==> src/rtl/hub75_sink.sv <==
// HUB75 panel-bus sink: rebuilds each latched row and reports its lit time; HUB75_SINK_ERR_EN adds the shift-count error flag.
// Reports arrive one cycle after the oe falling edge; the bus is always accepted, there is no backpressure.
module hub75_sink #(
    parameter int rows       = 8,
    parameter int columns    = 32,
    parameter int cyclewidth = 10
) (
    input  logic                      clk,
    input  logic                      rst,
    input  logic                      oclk,
    input  logic                      lat,
    input  logic                      oe,
    input  logic [$clog2(rows)-1:0]   row,
    input  logic [2:0]                rgb,
    output logic                      row_valid,
    output logic [$clog2(rows)-1:0]   row_index,
    output logic [cyclewidth-1:0]     row_on_cycles,
    output logic [columns-1:0]        row_r,
    output logic [columns-1:0]        row_g,
    output logic [columns-1:0]        row_b,
    output logic                      frame_done,
    output logic                      err
);
    localparam int RW = $clog2(rows);
    localparam logic [RW-1:0]         LAST_ROW = RW'(rows - 1);
    localparam logic [cyclewidth-1:0] ON_MAX   = '1;

    typedef enum logic [1:0] {IDLE, SHIFT, LOADED, DISPLAY} state_t;
    state_t state, state_nx;

    logic oclk_q, lat_q, oe_q;
    logic oclk_rise, lat_rise, oe_fall;
    logic [columns-1:0] sr_r, sr_g, sr_b;
    logic [columns-1:0] hold_r, hold_g, hold_b;
    logic [RW-1:0] held_row;
    logic [cyclewidth-1:0] on_cnt;

    assign oclk_rise = oclk & ~oclk_q;
    assign lat_rise  = lat & ~lat_q;
    assign oe_fall   = ~oe & oe_q;

    always_comb begin
        state_nx = state;
        case (state)
            IDLE:    if (oclk_rise) state_nx = SHIFT;
            SHIFT:   state_nx = SHIFT;
            LOADED: begin
                if (oe)             state_nx = DISPLAY;
                else if (oclk_rise) state_nx = SHIFT;
            end
            DISPLAY: if (oe_fall) state_nx = LOADED;
            default: state_nx = IDLE;
        endcase
        // A latch wins from any state; oe already high means the row is lit this very cycle.
        if (lat_rise) state_nx = oe ? DISPLAY : LOADED;
    end

    always_ff @(posedge clk) begin
        if (rst) state <= IDLE;
        else     state <= state_nx;
    end

    always_ff @(posedge clk) begin
        if (rst) begin
            oclk_q        <= 1'b0;
            lat_q         <= 1'b0;
            oe_q          <= 1'b0;
            sr_r          <= '0;
            sr_g          <= '0;
            sr_b          <= '0;
            hold_r        <= '0;
            hold_g        <= '0;
            hold_b        <= '0;
            held_row      <= '0;
            on_cnt        <= '0;
            row_valid     <= 1'b0;
            frame_done    <= 1'b0;
            row_index     <= '0;
            row_on_cycles <= '0;
            row_r         <= '0;
            row_g         <= '0;
            row_b         <= '0;
        end else begin
            oclk_q <= oclk;
            lat_q  <= lat;
            oe_q   <= oe;
            if (oclk_rise) begin
                sr_r <= {sr_r[columns-2:0], rgb[2]};
                sr_g <= {sr_g[columns-2:0], rgb[1]};
                sr_b <= {sr_b[columns-2:0], rgb[0]};
            end
            // Holding registers take the pre-shift contents when oclk and lat rise together.
            if (lat_rise) begin
                hold_r   <= sr_r;
                hold_g   <= sr_g;
                hold_b   <= sr_b;
                held_row <= row;
            end
            if (state != DISPLAY && state_nx == DISPLAY)
                on_cnt <= cyclewidth'(1);
            else if (state == DISPLAY && oe && on_cnt != ON_MAX)
                on_cnt <= on_cnt + cyclewidth'(1);
            row_valid  <= 1'b0;
            frame_done <= 1'b0;
            if (state == DISPLAY && oe_fall) begin
                row_valid     <= 1'b1;
                frame_done    <= (held_row == LAST_ROW);
                row_index     <= held_row;
                row_on_cycles <= on_cnt;
                row_r         <= hold_r;
                row_g         <= hold_g;
                row_b         <= hold_b;
            end
        end
    end

`ifdef HUB75_SINK_ERR_EN
    localparam int CW = $clog2(columns + 2);
    localparam logic [CW-1:0] FULL = CW'(columns);
    localparam logic [CW-1:0] SAT  = CW'(columns + 1);

    logic [CW-1:0] shift_cnt;
    logic          err_q;

    always_ff @(posedge clk) begin
        if (rst) begin
            shift_cnt <= '0;
            err_q     <= 1'b0;
        end else if (lat_rise) begin
            shift_cnt <= oclk_rise ? CW'(1) : '0;
            if (shift_cnt != FULL) err_q <= 1'b1;
        end else if (oclk_rise && shift_cnt != SAT) begin
            shift_cnt <= shift_cnt + CW'(1);
        end
    end

    assign err = err_q;
`else
    assign err = 1'b0;
`endif

endmodule

==> config.mk <==
export PLATFORM = sky130hd
export DESIGN_NAME = hub75_sink
export DESIGN_NICKNAME = d
export VERILOG_FILES = /design/src/rtl/hub75_sink.sv
export SDC_FILE = /design/constraint.sdc
export NUM_CORES = 1
export LEC_CHECK = 0
export ABC_AREA = 1
export CAP_MARGIN = 20
export CORE_ASPECT_RATIO = 0.7
export CORE_MARGIN = 2
export CORE_UTILIZATION = 56
export DETAILED_ROUTE_END_ITERATION = 7
export PLACE_DENSITY = 0.79
export SLEW_MARGIN = 25
export SYNTH_ARGS = -nofsm -noshare
export SYNTH_HDL_FRONTEND = slang
export SYNTH_SLANG_ARGS = --single-unit
export TNS_END_PERCENT = 30
==> constraint.sdc <==
create_clock -name clk -period 1.6 [get_ports clk]
set_input_delay 0.16 -clock clk [delete_from_list [all_inputs] [get_ports clk]]
set_output_delay 0.16 -clock clk [all_outputs]
set_load 0.01 [all_outputs]
# After elaboration in Yosys (flattened, before gate mapping)
# Cells that the tools add are included.
# totals
mem_bits_rw	0
elab_cells	52
n_memories	0
latchBits	0
ff_bits	321
rom_bits	0
out_inout_bits	112
in_bits	11
# op_classes
add_sub_neg	1
shifts	0
n_lt_le_gt_ge	0
n_reduce_logical	8
muxes	9
eq_ne	7
n_mul	0
n_bitwise	7
div_mod_pow	0
# op_table
cell	count
adder 10 x 1 -> 10 bit (second input constant)	1
inequality test 10 bit (second input constant)	1
2-to-1 mux 2 bit	4
case mux 2 bit (4 select lines)	1
== test 2 bit (second input constant)	3
logical AND 1 bit	4
2-to-1 mux 1 bit	4
inverter 1 bit	4
OR reduction 2 bit	2
AND 1 bit	3
== test 3 bit (second input constant)	1
== test 2 x 1 -> 1 bit (second input constant)	1
logical NOT 2 bit	1
inequality test 2 bit (second input constant)	1
nonzero test 2 bit	1

# Depth between registers and ports, before layout
# depth
depth_word	9
depth_mapped	9
ltp_nobuf	9

# Worst setup path before layout
# OpenSTA, ideal clock, no wires.
# synth_timing
path_type	flip-flop to flip-flop
startpoint	reg on_cnt[0]
endpoint	reg on_cnt[7]
required_time_ns	1.480
n_path_buf	0
stages_incl_launch_ff	9
path_slack_ns	0.303
arrival_ns	1.177
path_cell_list	dfxtp_1 ha_1 nand2_2 nor2_4 nand2_2 nand2_4 inv_2 nand3_1 a21oi_1
# synth_between
elab_chain_cells	2
word_cells_on_any_way	3
cone_classes	add/sub: 1; eq/ne: 1; reduce/logical: 1
# synth_rtl
element	line_no	rtl
from (decl)	36	logic [cyclewidth-1:0] on_cnt;
from (signal assigned)	100	on_cnt <= cyclewidth'(1);
from (signal assigned)	102	on_cnt <= on_cnt + cyclewidth'(1);
branches (longest 2 deep; another with adder 10 x 1 -> 10 bit)	--	
# Several ways; the timed one is not identified.
# A chain may end at the register's enable or synchronous reset.

# Worst setup path in the final report
# layout_timing
startpoint	reg row_on_cycles[0]
endpoint	out row_on_cycles[0]
# layout_lines
element	line_no	rtl
from (decl)	17	output logic [cyclewidth-1:0] row_on_cycles,
from (signal assigned)	109	row_on_cycles <= on_cnt;
# No word-level cell between the ends.

==> flow_summary_export.csv <==
group,metric,value,unit
global_routing,grt_util_all_layers,21.7,%
clock_tree,post_cts_resized,36,
outcome,outcome,"completed",
clock_tree,clk_latency,540,ps
synthesis,synthesis.area_per_instance,7.92,um^2
clock_tree,cts.htree.levels,1,
clock_tree,post_cts_setup_driven_buffer_insertion_count,0,
die,die-height,122,um
die,fp-row-count,43,
synthesis,synth_cells,1411,
global_routing,grt_antenna_before_repair,0,
global_routing,grt_remaining_overflow,0,
setup_path,crit_chain,"clkdlybuf4s50_1",
placed_design,buffer_ports.inserted,121,
clock_tree,cts_stage_hold_buffer_count,0,
synthesis,sequential_element_share_of_the_synthesized_area,57.5,%
timing,finalHoldViolations,0,
synthesis,ys_seq_elements,321,
setup_path,critical_path_required,1440,ps
timing,final_report_setup_violation_count,0,
timing,final-max-slew-violation-count,0,
synthesis,yosys_most_used_dff,"sky130_fd_sc_hd__dfxtp_1",
final_layout,fin_nets,1509,
route,drc,0,
synthesis,post_synth_main_area_contributors,"sky130_fd_sc_hd__dfxtp_1, sky130_fd_sc_hd__nor2_1, sky130_fd_sc_hd__o21ai_0",
setup_path,critical_path_peak_fanout,2,
route,wirelength,24200,um
die,coreArea,19700,um^2
flow_run,drv.max_cap_violation_count,0,
global_routing,grt_first_pass_wirelength,38800,um
timing,grt_setup_unrepaired,"false",
timing,fin_worst_hold_slack,228,ps
timing,final_worst_clock_skew,13.4,ps
clock_tree,cts_buffers,29,
timing,timing.fmax,638,MHz
setup_path,worst-setup-path-type,"flop to output pin",
power,power.density,1210,nW/um^2
die,floorplan.die_area,21100,um^2
final_layout,final_cell_count_no_fill,1788,
setup_path,cp_top_family,"buffers and inverters",
synthesis,synth-edff-count,0,
setup_path,crit_slowest_cell,"sky130_fd_sc_hd__clkdlybuf4s50_1",
power,vdd_ir_drop_max,0.751,mV
route,number_of_antenna_violating_nets_in_the_routed_design,0,
die,effective_utilization_at_floorplan,56.8,%
synthesis,synth.most_common_cell,"sky130_fd_sc_hd__nor2_1",
synthesis,synthDominantCellAreaShare,57.5,%
synthesis,synthesis.area,11200,um^2
worst_hold_path,worstHoldPathType,"primary input to flop",
setup_path,sort_of_element_at_the_end_of_the_critical_path,"output pin",
setup_path,crit_arrival,1410,ps
clock_tree,cts.clk_slew.worst_paths,60,ps
worst_hold_path,holdCritStartpoint,"rgb[2]",
synthesis,synth_cell_types,27,
route,drt_iter0_drc,657,
final_layout,final_layout_size_suffix_gt1_share,6.46,%
placed_design,dp_worst_setup_slack,-84.7,ps
synthesis,biggest_area_consumer_among_synthesized_cells,"sky130_fd_sc_hd__dfxtp_1",
setup_path,setup.worst_path.start_class,"flop",
die,die_x,173,um
die,pin_count,123,
placed_design,dpl_cells,1736,
setup_path,path_buf_inv,1,
synthesis,yosysWarnings,0,
global_routing,grt_start_max_net_pins,75,
placed_design,gp_congestion,0.800,
clock_tree,root_buffer,"sky130_fd_sc_hd__clkbuf_16",
setup_path,r2r_start,"on_cnt[0]",
clock_tree,tritoncts_num_sinks,321,
clock_tree,cts_max_path_buffers,3,
placed_design,dpl.hpwl,15100,um
synthesis,ys_top_cells_by_count,"sky130_fd_sc_hd__nor2_1, sky130_fd_sc_hd__dfxtp_1, sky130_fd_sc_hd__o21ai_0",
route,viasPerCell,5.15,
clock_tree,clock_tree_from_tritoncts,"built",
route,num_vias,9206,
timing,fin_crit_sh,97.9,%
setup_path,cpPeakStageDelay,540,ps
timing,setup_slack,32.9,ps
global_routing,grt_pass1_vias,8197,
route,wl_per_cell,13.5,um
final_layout,signed_area_change_from_the_synthesized_netlist_to_the_final_layout,22.3,%
synthesis,postSynth.asyncResetShare,0,%
setup_path,critical_path_start,"row_on_cycles[0]",
route,drt_pass1_iterations,5,
power,cellLeakagePower,0.00617,uW
synthesis,mappedNetlistNets,1423,
timing,fin_crit,1570,ps
final_layout,antennaDiodeCount,0,
==> area by class of cell <==
class                   instances  area [um^2]
clock buffers                  42          825
clock inverters                10          106
fillers                      1619         6020
inverters                      46          183
multi-input cells             945         4130
flip-flops and latches        321         6430
well taps                     270          338
repair buffers                154         1670
==> per-stage QoR <==
step                      util [%]  TNS, ps  total power [uW]  instance area (um^2)
after CTS                     68.9        0             16600                 13600
after global routing          69.4        0             17200                 13700
after global placement        64.4     -313              9880                 12700
final                         69.4        0             16500                 13700
after floorplan                  -        0              9550                 11200
after detailed placement      64.4    -1440              9930                 12700
==> placed cells by master (no fill, tap or decap), drive strengths merged <==
cell type / synthesis / final
clkinvlp: 0 / 1
ha: 1 / 1
conb: 1 / 1
clkdlybuf4s50: 0 / 44
bufinv: 0 / 2
dlymetal6s2s: 0 / 41
nor4: 1 / 1
a21oi: 34 / 34
o21ai: 306 / 306
nor3: 2 / 2
buf: 33 / 33
dlygate4sd2: 0 / 36
nand2: 41 / 41
a31oi: 1 / 1
xor2: 3 / 3
nor2: 511 / 511
inv: 46 / 47
nand3: 43 / 43
clkinv: 0 / 6
clkbuf: 66 / 42
dfxtp: 321 / 321
nand4: 1 / 1
==> cells by family (layout without fill, tap and decap cells) <==
group	Yosys count	count (layout)	share of synthesized area, %
other cells	1	1	0.0335
simple gates	599	599	21.1
fa+ha+maj	1	1	0.112
flops	321	321	57.5
xor+xnor	3	3	0.235
buf+inv	145	252	5.74
compound gates	341	341	15.3
==> per-layer routing <==
layer / vias to the layer above / global-route usage [%] / share of wire (%)
li1: 4721 / - / -
met1: 4268 / 28.4 / 46
met2: 176 / 38.0 / 48
met3: 41 / 3.22 / 3.6
met4: 0 / 6.20 / 2.3
met5: - / 0 / 0
==> registers in the layout, indices dropped and copies added (netlist names) <==
signal and flops:
oe_q 1, lat_q 1, frame_done 1, row_b 32, sr_r 32, held_row 3, sr_b 32, hold_r 32
row_r 32, row_on_cycles 10, on_cnt 10, row_g 32, sr_g 32, hold_g 32, row_index 3, oclk_q 1
row_valid 1, state 2, hold_b 32
==> power by group <==
| part | internal, uW | switching, uW | leakage, uW |
|---|---|---|---|
| clock network | 3890 | 2860 | 0.000459 |
| logic | 434 | 732 | 0.00308 |
| registers | 8380 | 209 | 0.00263 |
==> path summary, 6_finish.rpt <==
path / slack (ps) / depth (start not counted) / to
worst max-delay path: 30 / 1 / row_on_cycles[0]
worst min-delay path: 230 / 3 / sr_r[0]
worst max register to register: 140 / 8 / on_cnt[3]
worst min register to register: 460 / 2 / hold_r[19]
No activity file was read; power rests on OpenSTA's default activity.
